**config.mk**
```make
export PLATFORM = sky130hd
export DESIGN_NAME = ram16x1024_port_arbiter
export DESIGN_NICKNAME = d
export VERILOG_FILES = /design/src/rtl/ram16x1024_port_arbiter.sv
export SDC_FILE = /design/constraint.sdc
export NUM_CORES = 1
export LEC_CHECK = 0
export CAP_MARGIN = 10
export CORE_MARGIN = 2
export CORE_UTILIZATION = 30
export CTS_CLUSTER_DIAMETER = 60
export CTS_CLUSTER_SIZE = 12
export DETAILED_ROUTE_END_ITERATION = 12
export DONT_BUFFER_PORTS = 1
export GPL_ROUTABILITY_DRIVEN = 1
export HOLD_SLACK_MARGIN = 0.03
export MAX_ROUTING_LAYER = met4
export SLEW_MARGIN = 20
export SYNTH_ARGS = -nofsm -noshare
export SYNTH_HDL_FRONTEND = slang
export SYNTH_SLANG_ARGS = --single-unit
```
**constraint.sdc**
```tcl
create_clock -name clk -period 4.14 [get_ports clk]
set_input_delay 1.242 -clock clk [delete_from_list [all_inputs] [get_ports clk]]
set_output_delay 1.242 -clock clk [all_outputs]
set_load 0.01 [all_outputs]
```
**src/rtl/ram16x1024_port_arbiter.sv**
```systemverilog
// ram16x1024_port_arbiter
// Shares one 16x1024 two-port RAM between two write requesters and two
// read requesters. Each RAM port has its own two-way round-robin arbiter.
// Grants are combinational from the requests. Read data comes back one
// cycle after the grant, with a one-hot valid tag. Same-cycle write/read
// hits to the same address are counted in a saturating 16-bit counter.
//
// Optional feature: define RAM_ARB_BYPASS_EN for write-first behaviour on a
// collision. The write data is forwarded to rd_data in the following cycle.
// Without the macro, a colliding read returns the old RAM contents
// (read-first), and no forwarding registers exist.

module ram16x1024_port_arbiter #(
  parameter int DW = 16,
  parameter int AW = 10
) (
  input  logic          clk,
  input  logic          rst,

  input  logic [1:0]    wr_req,
  input  logic [AW-1:0] wr_addr0,
  input  logic [AW-1:0] wr_addr1,
  input  logic [DW-1:0] wr_data0,
  input  logic [DW-1:0] wr_data1,
  output logic [1:0]    wr_gnt,

  input  logic [1:0]    rd_req,
  input  logic [AW-1:0] rd_addr0,
  input  logic [AW-1:0] rd_addr1,
  output logic [1:0]    rd_gnt,
  output logic [1:0]    rd_vld,
  output logic [DW-1:0] rd_data,

  output logic          ram_w_en,
  output logic [AW-1:0] ram_w_addr,
  output logic [DW-1:0] ram_w_data,
  output logic          ram_r_en,
  output logic [AW-1:0] ram_r_addr,
  input  logic [DW-1:0] ram_r_data,

  output logic [15:0]   coll_cnt
);

  // Two-way round robin: under contention the pointer picks the winner.
  // A lone request (or none) passes straight through as the grant.
  function automatic logic [1:0] rr_grant(input logic [1:0] req, input logic ptr);
    logic [1:0] gnt;
    gnt = req;
    if (req == 2'b11) begin
      gnt = ptr ? 2'b10 : 2'b01;
    end
    return gnt;
  endfunction

  logic       wr_ptr;
  logic       rd_ptr;
  logic [1:0] rd_tag;
  logic       coll;

  // Write and read grants; both are held at zero while reset is asserted.
  always_comb begin
    wr_gnt = 2'b00;
    rd_gnt = 2'b00;
    if (!rst) begin
      wr_gnt = rr_grant(wr_req, wr_ptr);
      rd_gnt = rr_grant(rd_req, rd_ptr);
    end
  end

  // After granting requester i, the pointer moves to the other requester.
  always_ff @(posedge clk) begin
    if (rst) begin
      wr_ptr <= 1'b0;
      rd_ptr <= 1'b0;
    end else begin
      if (wr_gnt[0]) begin
        wr_ptr <= 1'b1;
      end else if (wr_gnt[1]) begin
        wr_ptr <= 1'b0;
      end
      if (rd_gnt[0]) begin
        rd_ptr <= 1'b1;
      end else if (rd_gnt[1]) begin
        rd_ptr <= 1'b0;
      end
    end
  end

  // RAM port muxes: steer the granted requester's address and data to the RAM.
  always_comb begin
    ram_w_en   = |wr_gnt;
    ram_w_addr = wr_gnt[1] ? wr_addr1 : wr_addr0;
    ram_w_data = wr_gnt[1] ? wr_data1 : wr_data0;
    ram_r_en   = |rd_gnt;
    ram_r_addr = rd_gnt[1] ? rd_addr1 : rd_addr0;
    coll       = ram_w_en & ram_r_en & (ram_w_addr == ram_r_addr);
  end

  // The read tag follows the RAM's one-cycle read latency.
  always_ff @(posedge clk) begin
    if (rst) begin
      rd_tag <= 2'b00;
    end else begin
      rd_tag <= rd_gnt;
    end
  end

  // A read granted just before reset must not return, so mask the valid during reset.
  always_comb begin
    rd_vld = rst ? 2'b00 : rd_tag;
  end

  // Saturating collision counter.
  always_ff @(posedge clk) begin
    if (rst) begin
      coll_cnt <= 16'h0000;
    end else if (coll && (coll_cnt != 16'hFFFF)) begin
      coll_cnt <= coll_cnt + 16'h0001;
    end
  end

`ifdef RAM_ARB_BYPASS_EN
  logic          byp_vld;
  logic [DW-1:0] byp_data;

  // Capture the colliding write so the following read return sees the new data.
  always_ff @(posedge clk) begin
    if (rst) begin
      byp_vld  <= 1'b0;
      byp_data <= '0;
    end else begin
      byp_vld <= coll;
      if (coll) begin
        byp_data <= ram_w_data;
      end
    end
  end

  // Return data: the forwarded write value after a collision, otherwise the RAM.
  always_comb begin
    rd_data = byp_vld ? byp_data : ram_r_data;
  end
`else
  // Return data comes straight from the RAM (read-first on a collision).
  always_comb begin
    rd_data = ram_r_data;
  end
`endif

endmodule

```
After elaboration in Yosys (flattened, before gate mapping) --
Index checks and enable logic that the tools add are counted.
Storage, ports and cells: register bits after elaboration 20, bits of input ports 94, output and inout bits 76, word-level logic and storage cells 30
Cells by class: add/subtract/negate cells 1, equal/unequal tests 4, muxes and demuxes 14, bitwise logic cells 2, reductions and logical operators 5
Operators by type and width (number):
- 10-bit 2-to-1 mux | 2
- 16-bit by 1-bit adder with 16-bit output, second input constant | 1
- 16-bit 2-to-1 mux | 1
- 16-bit != test, second input constant | 1
- 2-bit 2-to-1 mux | 7
- 10-bit equality test | 1
- 2-bit equality test, second input constant | 2
- 1-bit 2-to-1 mux | 4
- 2-bit nonzero test | 2
- 2-bit OR reduction | 2
- 1-bit AND | 2
- 1-bit logical AND | 1

Longest topological paths before layout --
Gate-level depths: netlist of the first run.
depth after elaboration 7, mapped depth 10, mapped depth without buffers 8

Least setup slack after synthesis of the first run --
No wires, ideal clock.
path kind input-to-output, start in rst, end out ram_w_data[10], arrival time 2.399 ns, data required time 2.898 ns, path slack 0.499 ns, cell stages on the path 5, buffers on the path 2, path through and2b_1 buf_6 nand2_4 clkbuf_1 mux2_2
Between the ends: longest elaborated chain between the ends 2
Ends and longest elaborated chain:
- from (decl) | RTL line 18 | input logic rst,
- 2-bit 2-to-1 mux | RTL line 64 | if (!rst) begin
- 16-bit 2-to-1 mux | RTL line 93 | ram_w_data = wr_gnt[1] ? wr_data1 : wr_data0;
- to (decl) | RTL line 36 | output logic [DW-1:0] ram_w_data,
No other way between the ends.

Worst setup path in the final report of the first run --
start in rst, end out ram_w_addr[1]
Between the ends: longest elaborated chain between the ends 2
Ends and longest elaborated chain:
- 2-bit 2-to-1 mux | RTL line 64
- named net wr_gnt[1] | RTL line 25 | output logic [1:0] wr_gnt,
- 10-bit 2-to-1 mux | RTL line 92 | ram_w_addr = wr_gnt[1] ? wr_addr1 : wr_addr0;
- to (decl) | RTL line 35 | output logic [AW-1:0] ram_w_addr,
The timed path passes the listed nets, and every way through them passes these cells.

==> results of run 1 <==
-- through the flow --
stage          power [W]  setup WS (ps)  util, %  hold WS (ps)  instances
4_1_cts        0.0005286          441.0    31.13         499.3        318
5_1_grt        0.0005479          316.4    31.13         533.6        318
6_report       0.0005228          445.8    31.13         501.9        318
2_1_floorplan  0.0003281          499.2        -         466.9        264
3_3_place_gp   0.0003270          500.1    30.01         487.0        314
3_5_place_dp   0.0003284          440.1    30.01         486.1        314
-- worst reg2reg max path: stages, from the launching register on --
cell and delay [ps]:
dfxtp_1 370, nand2b_1 440, nand2_4 250, inv_2 160
mux2i_1 270, xnor2_1 160, nand4_1 100, buf_4 220
nor4_1 350, mux2_2 370
-- kinds of logic (layout without fill, tap and decap cells) --
family | after synthesis | count (layout) | synth area share (%)
adder cells (fa/ha/maj) | 1 | 1 | 0.6332
multiplexers | 29 | 29 | 16.40
AND/OR/NAND/NOR | 127 | 127 | 34.83
AO/OA/AOI/OAI | 48 | 48 | 16.15
flip-flops | 20 | 20 | 20.27
XOR/XNOR | 1 | 1 | 0.4434
buffers and inverters | 38 | 15 | 11.27
-- flip-flops by register name (all words and copies together), names as in the netlist --
name,cells
rd_ptr,1
rd_tag,2
wr_ptr,1
coll_cnt,16
-- how the worst min path moves through the flow --
stage / from / cells past startpoint / end / slack [ps]
after detailed placement: wr_ptr$_SDFFE_PP0N_ / 2 / wr_ptr$_SDFFE_PP0N_ / 490
after global routing: wr_ptr$_SDFFE_PP0N_ / 2 / wr_ptr$_SDFFE_PP0N_ / 530
after global placement: wr_ptr$_SDFFE_PP0N_ / 2 / wr_ptr$_SDFFE_PP0N_ / 490
after CTS: wr_ptr$_SDFFE_PP0N_ / 2 / wr_ptr$_SDFFE_PP0N_ / 500
after floorplan: wr_ptr$_SDFFE_PP0N_ / 2 / wr_ptr$_SDFFE_PP0N_ / 470
final: wr_ptr$_SDFFE_PP0N_ / 2 / wr_ptr$_SDFFE_PP0N_ / 500
-- cell usage in the layout, fill, tap and decap left out, drive strengths merged --
cell / netlist / final
a22oi: 4 / 4
ha: 1 / 1
mux2: 27 / 27
nand4: 13 / 13
a21oi: 7 / 7
and2: 1 / 1
nor4: 8 / 8
xnor2: 1 / 1
buf: 26 / 4
mux2i: 2 / 2
nor2: 18 / 18
nand2: 27 / 27
and4b: 1 / 1
and2b: 2 / 2
nor3: 2 / 2
or2: 1 / 1
a22o: 9 / 9
or3: 1 / 1
a21boi: 1 / 1
or4: 4 / 4
and3: 6 / 6
nor2b: 15 / 15
o31ai: 4 / 4
a211oi: 4 / 4
nand2b: 6 / 6
nand3: 22 / 22
o21ai: 18 / 18
dfxtp: 20 / 20
bufinv: 0 / 1
o211ai: 1 / 1
inv: 7 / 7
clkbuf: 5 / 3
-- layout make-up --
cell class / count / area [um2]
clock buffer: 3 / 41.29
clock inverter: 1 / 30.03
tap: 77 / 96.34
fill: 705 / 4373
timing repair buffer: 4 / 30.03
multi-input combinational: 206 / 1353
inverter: 7 / 26.28
sequential: 20 / 400.4
-- power breakdown --
group / switching (W) / internal (W)
Sequential: 0.00000178 / 0.000195
Combinational: 0.0000832 / 0.0000440
Clock: 0.0000701 / 0.000129
-- per-layer routing --
metal | wire (um) | up-vias | part of all wire [%]
li1 | - | 897 | -
met1 | 2534 | 899 | 42
met2 | 2930 | 96 | 49
met3 | 455 | 11 | 7.6
met4 | 68 | 0 | 1.1
met5 | 0 | - | 0
==> flow_metrics.py, run 1 <==
metrics = {
    "status": {
        "outcome": "finished clean",
    },
    "floorplanning": {
        "pin_count": 170,
        "floorplan.initialDensity_pct": 31.11,
        "die_area_um2": 7251,
        "core_um2": 6350,
        "rows": 29,
        "dieWidth_um": 85.15,
        "die_h_um": 85.15,
    },
    "grt": {
        "grt_max_degree": 40,
        "busiest_layer": "met2",
        "grt_use_total_pct": 15.86,
        "grt_antenna_before_repair": 0,
        "grt_pass1_vias": 1733,
        "gr-usage-met3_pct": 2.724,
        "gr-total-overflow": 0,
        "met2_usage_pct": 26.07,
        "met1_usage_pct": 20.19,
        "grt_pass1_wl_um": 9032,
    },
    "drt": {
        "drt_iter0_drc": 163,
        "wire_per_inst_um": 18.83,
        "vias": 1903,
        "via_per_inst": 5.984,
        "drc_errors": 0,
        "postRouteAntennaNets": 0,
        "drtPass1Iterations": 4,
        "routed_wl_um": 5989,
    },
    "sta": {
        "tightestPinTransition_ps": 506.3,
        "fin_skew_ps": 2.367,
        "setup_violations": 0,
        "slew_headroom_pct": 66.25,
        "hold_viol_final": 0,
        "rsz0062_at_grt": "no",
        "period_minus_slack_ps": 3694,
        "finalCritPeriodShare_pct": 89.23,
        "timing.final.max_slew_violations": 0,
        "maxClockFrequency_mhz": 270.7,
        "setup-tns-final_ps": 0,
    },
    "setup_path": {
        "cp_num_cells": 5,
        "cpPeakStageDelay_ps": 450,
        "r2r_cells": 9,
        "cp.required_ps": 2900,
        "cp-startpoint": "rst",
        "cp_top_family": "simple AND/OR/NAND/NOR gates",
        "r2r-end": "coll_cnt[6]$_SDFFE_PP0P_",
        "crit_type": "input pin to output port",
        "ff2ff_setup_slack_ps": 1360,
        "crit_arrival_ps": 2450,
        "slowest_stage": "and2b_1",
        "cp_num_buf_inv": 2,
        "cp-endpoint": "ram_w_addr[1]",
        "cp-start-kind": "input pin",
        "cp_max_fo": 39,
        "rr_startpoint": "wr_ptr$_SDFFE_PP0N_",
        "worst_setup_path_end_kind": "output port",
        "crit_chain": "and2b_1 > nand2_4 > inv_2 > mux2i_1 > inv_1",
    },
    "yosys": {
        "ys_async_sr_fraction_pct": 0,
        "synth-edff-count": 0,
        "synth_area_leader_cell": "dfxtp_1",
        "ys.flop_type": "dfxtp_1",
        "synth.net_count": 359,
        "ys_top_cells_by_count": "mux2_2 (27), nand2_1 (26), dfxtp_1 (20), nand3_1 (20)",
        "synth.yosys.warnings": 0,
        "synth_cell_types": 39,
        "ys_seq_area_share_pct": 20.27,
        "syn-mean-instance-area_um2": 7.484,
        "synth_most_common_cell": "mux2_2",
        "syn_inst": 264,
        "synth_area_leaders": "dfxtp_1 (20%), mux2_2 (15%), buf_4 (6.5%), nand3_1 (5.1%), nand2_1 (4.9%)",
        "synth.cell_area_um2": 1976,
        "yosysTopAreaCellShare_pct": 20.27,
        "ys_ff_latch": 20,
    },
    "power": {
        "powerDensity_nw_per_um2": 264.5,
        "ir_drop_mv": 0.1223,
        "total_leakage_power_nw": 0.7512,
    },
    "clock_network": {
        "cts.sinks": 20,
        "cts_tree": "built",
        "cts_buffers": 3,
        "cts_hold_buf": 0,
        "insertion_delay_ps": 260,
        "path_clk_slew_ps": 80,
        "root_buffer": "clkbuf_8",
        "ctsLongestPathBuffers": 2,
        "cts_max_level": 1,
        "cts_setup_buffers": 0,
        "cts_resized": 0,
    },
    "cells_and_area": {
        "nets": 337,
        "syn2layout_area_growth_pct": 0.06352,
        "finalInstanceArea_um2": 1977,
        "n_antenna_cell": 0,
        "drive_gt1_share_pct": 17.84,
    },
    "place": {
        "place_hpwl_um": 4860,
        "port_buffers": 0,
        "place.gp.congestion": 0.8274,
        "placed_area_um2": 1906,
    },
    "run": {
        "cap_violations": 0,
    },
    "worst_hold_path": {
        "hp-class": "register to register",
    },
}
No activity file was read; power rests on OpenSTA's default activity.
==> run 2: changes to the inputs <==
--- a/config.mk
+++ b/config.mk
@@ -5,7 +5,6 @@
 export SDC_FILE = /design/constraint.sdc
 export NUM_CORES = 1
 export LEC_CHECK = 0
-export CAP_MARGIN = 10
 export CORE_MARGIN = 2
 export CORE_UTILIZATION = 30
 export CTS_CLUSTER_DIAMETER = 60
==> results of run 2 <==
Same layout as run 1: the final DEF is identical, and so are final timing and power.
==> run 3: changes to the inputs <==
==> constraint.sdc (replaced) <==
create_clock -name clk -period 3 [get_ports clk]
set_input_delay 0.9 -clock clk [delete_from_list [all_inputs] [get_ports clk]]
set_output_delay 0.9 -clock clk [all_outputs]
set_load 0.01 [all_outputs]
==> flow_metrics.py, run 3 (synthesis results as in run 1) <==
metrics = {
    "status": {
        "outcome": "finished clean",
    },
    "floorplanning": {
        "die_area_um2": 7251,
        "floorplan.initialDensity_pct": 31.11,
        "rows": 29,
        "dieWidth_um": 85.15,
        "die_h_um": 85.15,
        "pin_count": 170,
        "core_um2": 6350,
    },
    "drt": {
        "drt_iter0_drc": 50,
        "vias": 1885,
        "route.met3.wl_um": 444,
        "drc_errors": 0,
        "top_layer_used": "met4",
        "met2WireLength_um": 2976,
        "wire_per_inst_um": 18.45,
        "postRouteAntennaNets": 0,
        "drtPass1Iterations": 4,
        "wirelength_met1_um": 2676,
        "via_per_inst": 5.644,
        "routed_wl_um": 6161,
    },
    "cells_and_area": {
        "largest_reg_flops": 16,
        "fillers": 679,
        "stdcell_count": 334,
        "drive_gt1_share_pct": 23.35,
        "finalInstanceArea_um2": 2112,
        "syn2layout_area_growth_pct": 6.903,
        "top_regs": "coll_cnt (16), rd_tag (2)",
        "finish.utilization_pct": 33.26,
        "multiInputGateArea_um2": 1355,
        "mostFrequentLayoutCells": "mux2_2 (27), nand2_1 (26), nand3_1 (20), dfxtp_1 (20), buf_4 (19)",
        "final_common_cell": "mux2_2",
        "top_register": "coll_cnt",
        "nets": 353,
        "seqCellArea_um2": 400.4,
        "n_antenna_cell": 0,
    },
    "sta": {
        "tightestPinTransition_ps": 436.3,
        "setup_ws_ps": 152.3,
        "hold_viol_final": 0,
        "fin_skew_ps": 8.370,
        "slew_headroom_pct": 70.74,
        "setup-tns-final_ps": 0,
        "rsz0062_at_grt": "no",
        "maxClockFrequency_mhz": 351.2,
        "setup_violations": 0,
        "timing.final.max_slew_violations": 0,
        "period_minus_slack_ps": 2848,
        "finalCritPeriodShare_pct": 94.92,
    },
    "clock_network": {
        "cts_max_level": 1,
        "insertion_delay_ps": 260,
        "cts_buffers": 3,
        "cts_setup_buffers": 0,
        "cts.sinks": 20,
        "path_clk_slew_ps": 80,
        "cts_tree": "built",
        "ctsLongestPathBuffers": 2,
        "root_buffer": "clkbuf_8",
    },
    "power": {
        "ir_drop_mv": 0.1653,
        "total_leakage_power_nw": 0.8301,
        "powerDensity_nw_per_um2": 350.9,
    },
    "setup_path": {
        "r2r-end": "coll_cnt[10]$_SDFFE_PP0P_",
        "cpPeakStageDelay_ps": 380,
        "slowest_stage": "mux2_2",
        "worst_setup_path_end_kind": "register",
        "cp_max_fo": 39,
        "r2r_cells": 9,
        "cp-start-kind": "input pin",
        "crit_type": "input pin to register",
        "ff2ff_setup_slack_ps": 360,
        "rr_startpoint": "rd_ptr$_SDFFE_PP0P_",
        "cp_common_cell": "buf_4",
        "crit_arrival_ps": 3000,
        "cp.required_ps": 3160,
        "crit_chain": "nand2b_1 > buf_4 > o21ai_0 > nand4_1 > a22oi_2 > nand2_1 > buf_4 > nor4_1 > mux2_2",
    },
    "grt": {
        "grt_use_total_pct": 16.37,
        "grt_antenna_before_repair": 0,
        "grt_pass1_wl_um": 9342,
        "grt_max_degree": 40,
        "grt_pass1_vias": 1780,
        "gr-total-overflow": 0,
    },
    "place": {
        "port_buffers": 0,
        "placed_area_um2": 2038,
        "place_hpwl_um": 5034,
        "place_ws_ps": -399.9,
        "place.gp.congestion": 0.7957,
        "dp_cells": 330,
    },
    "run": {
        "cap_violations": 0,
    },
    "worst_hold_path": {
        "hp-class": "register to register",
        "hold-path-cell-count": 2,
        "hold_start": "wr_ptr$_SDFFE_PP0N_",
        "min_to": "wr_ptr$_SDFFE_PP0N_",
    },
}
-- run 3: changes by cell type in the layout (fill, tap and decap cells not counted), sizes merged --
cell  change
buf      +16
-- run 3: final cells by class --
cell class | instances | share of cell area [%]
multi-input cells | 206 | 64.16
flip-flops and latches | 20 | 18.96
repair buffers | 20 | 7.701
well taps | 77 | 4.562
clock buffers | 3 | 1.955
clock inverters | 1 | 1.422
inverters | 7 | 1.244
-- run 3: repair_timing --
item	in CTS	in global routing
resized for setup	1	1
cloned	0	0
setup endpoints to repair	14	1
hold buffers	0	0
-- run 3: worst max-delay path by stage --
stage / start / to / cells after the start
floorplan: rst / ram_w_data[10] / 5
global placement: rd_req[0] / coll_cnt[6]$_SDFFE_PP0P_ / 8
detailed placement: rd_req[0] / coll_cnt[10]$_SDFFE_PP0P_ / 8
CTS: rd_req[0] / coll_cnt[10]$_SDFFE_PP0P_ / 8
global route: rd_req[0] / coll_cnt[10]$_SDFFE_PP0P_ / 8
finish: rst / coll_cnt[10]$_SDFFE_PP0P_ / 9
-- run 3: critical path, delay by kind of cell --
kind            cells  cell delay, ps
mux                 1             380
buf+inv             2             390
compound gates      2             520
simple gates        4             800
-- run 3: through the flow --
step / total power [W] / hold slack, ps
3_3_place_gp: 0.0004715 / 481.1
6_report: 0.0007411 / 498.3
3_5_place_dp: 0.0004736 / 484.6
5_1_grt: 0.0007774 / 541.2
4_1_cts: 0.0007522 / 499.5
2_1_floorplan: 0.0004528 / 466.9
-- run 3: layer usage --
layer / GRT usage (%) / up-vias
met5: - / -
met4: 3.319 / 0
met3: 4.086 / 8
met2: 27.13 / 81
met1: 20.22 / 856
li1: - / 940
-- run 3: where the power goes --
part | total (W) | switching (W) | internal, W | leakage, nW
registers | 0.000272 | 0.00000307 | 0.000269 | 0.162
logic | 0.000196 | 0.000119 | 0.0000771 | 0.632
clock network | 0.000273 | 0.0000953 | 0.000178 | 0.0357
total | 0.000741 | 0.000217 | 0.000524 | 0.830
